**config.mk**
```make
export PLATFORM = sky130hd
export DESIGN_NAME = stride_counter
export DESIGN_NICKNAME = d
export VERILOG_FILES = /design/src/rtl/stride_counter_pkg.sv /design/src/rtl/stride_counter_step.sv /design/src/rtl/stride_counter.sv
export SDC_FILE = /design/constraint.sdc
export NUM_CORES = 1
export LEC_CHECK = 0
export CORE_UTILIZATION = 53
export DETAILED_ROUTE_END_ITERATION = 8
export MAX_ROUTING_LAYER = met4
export PLACE_DENSITY = 0.85
export SYNTH_ARGS = -nofsm -noshare
export SYNTH_HDL_FRONTEND = slang
export SYNTH_HIERARCHICAL = 1
export SYNTH_SLANG_ARGS = --single-unit
```
**constraint.sdc**
```tcl
create_clock -name clock -period 6.4 [get_ports clock]
set_clock_uncertainty 0.15 [all_clocks]
set_input_delay 1.28 -clock clock [delete_from_list [all_inputs] [get_ports clock]]
set_output_delay 1.28 -clock clock [all_outputs]
set_load 0.01 [all_outputs]
```
**src/rtl/stride_counter_pkg.sv**
```systemverilog
// Shared types and helpers for the stride counter.
//   state_t        : controller state encoding (IDLE=00, RUN=01, DONE=10)
//   DIR_UP/DOWN    : values of the dir input
//   last_value()   : top value of the START..LIMIT sequence for a given stride
//   params_legal() : parameter sanity check used at elaboration
package stride_counter_pkg;

   localparam int unsigned STATE_W = 2;

   typedef enum logic [STATE_W-1:0] {
      ST_IDLE = 2'b00,
      ST_RUN  = 2'b01,
      ST_DONE = 2'b10
   } state_t;

   localparam logic DIR_UP   = 1'b0;
   localparam logic DIR_DOWN = 1'b1;

   // Largest START + k*STEP that does not exceed LIMIT.
   function automatic int unsigned last_value(input int unsigned start,
                                              input int unsigned step,
                                              input int unsigned limit);
      if (step == 0 || start > limit) return start;
      return start + step * ((limit - start) / step);
   endfunction

   // Legal set: at least one bit, STEP >= 1, START <= LIMIT, LIMIT fits in w bits.
   function automatic bit params_legal(input int unsigned w,
                                       input int unsigned start,
                                       input int unsigned step,
                                       input int unsigned limit);
      return (w >= 1) && (step >= 1) && (start <= limit) &&
             ((64'(limit) >> w) == 64'd0);
   endfunction

endpackage

```
**src/rtl/stride_counter_step.sv**
```systemverilog
// stride_step: combinational next-value arithmetic for the stride counter.
//   count      : current counter value
//   dir        : DIR_UP adds STEP, DIR_DOWN subtracts STEP
//   next_c     : in-range next value (valid when boundary_c is low)
//   boundary_c : the step would leave [START, LIMIT]
//   wrap_c     : value to load on a wrapping boundary (START going up, LAST going down)
module stride_step
   import stride_counter_pkg::*;
#(
   parameter int unsigned W     = 4,
   parameter int unsigned START = 1,
   parameter int unsigned STEP  = 2,
   parameter int unsigned LIMIT = 11
) (
   input  logic [W-1:0] count,
   input  logic         dir,
   output logic [W-1:0] next_c,
   output logic         boundary_c,
   output logic [W-1:0] wrap_c
);

   localparam int unsigned LAST = last_value(START, STEP, LIMIT);
   localparam int unsigned XW   = W + 1;

   // A stride larger than LIMIT can never stay in range; it also would not fit XW bits.
   localparam bit             STEP_FITS = (STEP <= LIMIT);
   localparam logic [XW-1:0]  STEP_X    = XW'(STEP);
   localparam logic [XW-1:0]  LIMIT_X   = XW'(LIMIT);
   // count - STEP >= START  <=>  count >= START + STEP, which avoids underflow.
   localparam logic [XW-1:0]  FLOOR_X   = XW'(START) + XW'(STEP);

   logic [XW-1:0] count_x;
   logic [XW-1:0] sum_x;
   logic [XW-1:0] diff_x;

   // Extended-width add/subtract and range check.
   always_comb begin
      count_x    = {1'b0, count};
      sum_x      = count_x + STEP_X;
      diff_x     = count_x - STEP_X;
      next_c     = count;
      boundary_c = 1'b1;
      wrap_c     = W'(START);
      if (dir == DIR_UP) begin
         wrap_c = W'(START);
         if (STEP_FITS && (sum_x <= LIMIT_X)) begin
            next_c     = W'(sum_x);
            boundary_c = 1'b0;
         end
      end else begin
         wrap_c = W'(LAST);
         if (STEP_FITS && (count_x >= FLOOR_X)) begin
            next_c     = W'(diff_x);
            boundary_c = 1'b0;
         end
      end
   end

endmodule

```
**src/rtl/stride_counter.sv**
```systemverilog
// stride_counter: up/down counter stepping by STEP between START and LAST,
// wrapping (SATURATE=0) or stopping in DONE (SATURATE=1) at the boundaries.
//   clock         : rising-edge clock
//   reset         : asynchronous, active-high reset
//   en            : advance one stride this cycle
//   dir           : 0 counts up, 1 counts down
//   clr           : synchronous return to IDLE (beats en)
//   count         : registered current value
//   y             : high when count==MATCH outside IDLE
//   tc            : one-cycle pulse while count holds a freshly wrapped value
//   done          : high while in DONE
//   current_state : IDLE=00, RUN=01, DONE=10
module stride_counter
   import stride_counter_pkg::*;
#(
   parameter int unsigned W        = 4,
   parameter int unsigned START    = 1,
   parameter int unsigned STEP     = 2,
   parameter int unsigned LIMIT    = 11,
   parameter int unsigned MATCH    = 3,
   parameter bit          SATURATE = 1'b0
) (
   input  logic               clock,
   input  logic               reset,
   input  logic               en,
   input  logic               dir,
   input  logic               clr,
   output logic [W-1:0]       count,
   output logic               y,
   output logic               tc,
   output logic               done,
   output logic [STATE_W-1:0] current_state
);

   generate
      if (!params_legal(W, START, STEP, LIMIT)) begin : g_bad_params
         $fatal(1, "stride_counter: illegal parameters (need STEP>=1, START<=LIMIT, LIMIT<2**W)");
      end
   endgenerate

   localparam int unsigned LAST       = last_value(START, STEP, LIMIT);
   localparam logic [W-1:0] START_W   = W'(START);
   localparam logic [W-1:0] LAST_W    = W'(LAST);
   // A MATCH outside the count range can never decode.
   localparam bit           MATCH_OK  = ((64'(MATCH) >> W) == 64'd0);
   localparam logic [W-1:0] MATCH_W   = W'(MATCH);

   state_t       state_q, state_n;
   logic [W-1:0] count_n;
   logic         tc_n;
   logic         y_n;
   logic         done_n;

   logic [W-1:0] step_next_c;
   logic         step_boundary_c;
   logic [W-1:0] step_wrap_c;

   stride_step #(
      .W     (W),
      .START (START),
      .STEP  (STEP),
      .LIMIT (LIMIT)
   ) u_step (
      .count      (count),
      .dir        (dir),
      .next_c     (step_next_c),
      .boundary_c (step_boundary_c),
      .wrap_c     (step_wrap_c)
   );

   // State and output registers.
   always_ff @(posedge clock or posedge reset) begin
      if (reset) begin
         state_q <= ST_IDLE;
         count   <= '0;
         tc      <= 1'b0;
         y       <= 1'b0;
         done    <= 1'b0;
      end else begin
         state_q <= state_n;
         count   <= count_n;
         tc      <= tc_n;
         y       <= y_n;
         done    <= done_n;
      end
   end

   // Next state, next count and the decodes of the next registered values.
   always_comb begin
      state_n = state_q;
      count_n = count;
      tc_n    = 1'b0;
      if (clr) begin
         state_n = ST_IDLE;
         count_n = '0;
      end else begin
         unique case (state_q)
            ST_IDLE: begin
               count_n = '0;
               if (en) begin
                  state_n = ST_RUN;
                  count_n = (dir == DIR_DOWN) ? LAST_W : START_W;
               end
            end
            ST_RUN: begin
               if (en) begin
                  if (!step_boundary_c) begin
                     count_n = step_next_c;
                  end else if (!SATURATE) begin
                     count_n = step_wrap_c;
                     tc_n    = 1'b1;
                  end else begin
                     state_n = ST_DONE;
                  end
               end
            end
            ST_DONE: begin
               // Held until clr or reset.
            end
            default: begin
               state_n = ST_IDLE;
               count_n = '0;
            end
         endcase
      end
      y_n    = MATCH_OK && (count_n == MATCH_W) && (state_n != ST_IDLE);
      done_n = (state_n == ST_DONE);
   end

   assign current_state = state_q;

endmodule

```
==> results.sh <==
export IMPL_tritoncts="built"
export IMPL_rsz0062_at_grt="false"
export IMPL_required_ps=6400
export IMPL_drv_cap=0
export IMPL_firstDrtPassIters=4
export IMPL_grt_max_degree=12
export IMPL_hold_viol=0
export IMPL_ys_dominant_reg_cell="dfrtp_1"
export IMPL_critPathLaunchType="primary input"
export IMPL_grt_pass1_vias=491
export IMPL_cts_sinks=9
export IMPL_cts_hold_buf=0
export IMPL_gp_congestion=0.889
export IMPL_yosys_area_top_type_share=0.312
export IMPL_num_rows=12
export IMPL_wl_per_cell_microns=13.6
export IMPL_status="finished, final reports clean"
export IMPL_clock_fmax_mhz=333
export IMPL_power_density_mw_per_mm2=168
export IMPL_clkTransAtPathRegs_ps=60
export IMPL_crit_type="primary input to flop"
export IMPL_drive_gt1_frac=0.112
export IMPL_antennaDiodeCount=0
export IMPL_die_x_microns=38.9
export IMPL_synth_async_reset_ratio=1.00
export IMPL_synthMuxAreaShare=0.0711
export IMPL_setup_viol=0
export IMPL_critPathCaptureType="flop"
export IMPL_synth_edf_count=0
export IMPL_syn_avg_cell_area_sq_um=9.02
export IMPL_synthTopCellsByCount="dfrtp_1 (9), nor2_1 (9), a21oi_1 (6), buf_4 (6), inv_1 (5)"
export IMPL_synthSimpleGateAreaFrac=0.231
export IMPL_register_area_sq_um=225
export IMPL_num_io_pins=14
export IMPL_drt_iter0_markers=15
export IMPL_synthCells=80
export IMPL_multiInputGateArea_sq_um=417
export IMPL_synthToLayoutAreaGrowth_pct=15.6
export IMPL_via_count=579
export IMPL_ctsResizeCount=0
export IMPL_post_synth_main_area_contributors="dfrtp_1 (31%), buf_4 (6.2%), mux2i_1 (5.5%), ha_1 (5.2%), nor2_1 (4.7%)"
export IMPL_nFillCells=101
export IMPL_hp_class="flop to flop"
export IMPL_synth_xor_area_share=0.0451
export IMPL_yosys_warnings=6
export IMPL_tns_ps=0
export IMPL_grt_antenna_before_repair=0
export IMPL_post_route_util=0.704
export IMPL_clock_latency_ps=260
export IMPL_crit_arrival_ps=3010
export IMPL_period_share=0.469
export IMPL_dp_hpwl_microns=1060
export IMPL_cts_buffers=3
export IMPL_root_buffer="clkbuf_4"
export IMPL_ant_nets=0
export IMPL_drv_slew=0
export IMPL_hold_path_depth=1
export IMPL_synth_compound_area_frac=0.168
export IMPL_start_util=0.609
export IMPL_htreeDepth=1
export IMPL_period_minus_slack_ps=3000
export IMPL_ir_worst_vdd_uv=117
export IMPL_leakage_nw=0.358
export IMPL_dieArea_sq_mm=0.00151
export IMPL_yosysTopAreaCell="dfrtp_1"
export IMPL_track_usage=0.236
export IMPL_syn_nets=88
export IMPL_finalNetCount=98
export IMPL_yosysSeqAreaShare=0.312
export IMPL_crit_fanout=8
export IMPL_syn_cell_area_sq_um=722
export IMPL_routed_via_density=5.62
export IMPL_grt_pass1_wl_microns=2270
export IMPL_overflow=0
export IMPL_ys_ff_latch=9
export IMPL_clock_path_buffers=2
export IMPL_die_height_microns=38.9
export IMPL_cts_setup_buffers=0
export IMPL_synth_cell_types=32
export IMPL_io_buffer_count=13
export IMPL_p_total_mw=0.140
export IMPL_core_sq_mm=0.00119
export IMPL_synth_fa_ha_area_frac=0.0520
export IMPL_r2r_cells=9
export IMPL_routed_wl_microns=1400
export IMPL_synth_top_family_by_area="simple AND/OR/NAND/NOR gates"
export IMPL_drc=0
metrics by stage:
| stage | hold slack (ps) | setup WS (ps) | cells | area (sq um) |
|---|---|---|---|---|
| finish | 571 | 3400 | 103 | 835 |
| global route | 613 | 3300 | 103 | 835 |
| CTS | 557 | 3410 | 103 | 835 |
| detailed placement | 542 | 3140 | 99 | 808 |
| global placement | 538 | 3200 | 99 | 808 |
| floorplan | 522 | 3770 | 80 | 722 |
path summary, 6_finish.rpt:
path | end | startpoint | slack (ps)
max | y | dir | 3400
min | current_state[0] | current_state[0] | 570
max reg2reg | y | count[1] | 3860
min reg2reg | current_state[0] | current_state[0] | 570
max in group asynchronous | current_state[1] | reset | 4720
min in group asynchronous | done | reset | 1120
layout make-up:
type / instances / share of cell area
clock buffers: 4 / 0.0315
well taps: 14 / 0.0210
repair buffers: 13 / 0.156
flip-flops and latches: 9 / 0.270
multi-input cells: 58 / 0.499
inverters: 5 / 0.0225
per-layer routing:
metal	global-route usage	up-vias	part of all wire
met2	0.371	15	0.48
met5	-	-	0
met4	0.0259	0	0
met3	0.104	0	0.041
li1	-	291	-
met1	0.289	273	0.48
cells by family after synthesis:
logic type,after synthesis
flip-flops,9
AO/OA/AOI/OAI,19
buffers and inverters,13
adder cells (fa/ha/maj),3
AND/OR/NAND/NOR,27
other,2
XOR/XNOR,2
multiplexers,5
worst max-delay path, cell delays in order:
cell and delay [ps]:
clkdlybuf4s50_1 530, o31a_2 480, xnor2_2 150, mux2i_1 140, o22ai_1 80, nor2_1 130
and4b_1 200
cell usage in the layout, fill, tap and decap left out:
master	instances
mux2_2	1
clkbuf_4	3
or3_1	1
nand3_2	1
a21oi_1	6
nand3b_1	4
nand3_1	3
and4bb_1	1
ha_1	3
nor2_1	9
o21ai_2	1
dfrtp_1	9
o31a_2	1
nand4b_1	1
nor3b_1	1
clkdlybuf4s50_1	13
and2b_1	1
a211oi_1	1
a21o_1	1
and4b_1	1
xnor2_2	2
inv_1	5
clkbuf_1	1
conb_1	2
o22ai_1	3
mux2i_1	4
o21ai_0	2
nand2b_1	2
o21ai_1	1
nor2b_1	2
o21a_1	2
a21o_2	1
flip-flops by register name, indices dropped and copies added (netlist names):
register       cells
done               1
count              4
y                  1
current_state      2
tc                 1
where the power goes:
group / internal [mW] / total [mW] / switching (mW)
registers: 0.0593 / 0.0644 / 0.00507
logic: 0.0177 / 0.0327 / 0.0150
clock network: 0.0240 / 0.0430 / 0.0191
Note: power is estimated with default switching activity, not from simulation.
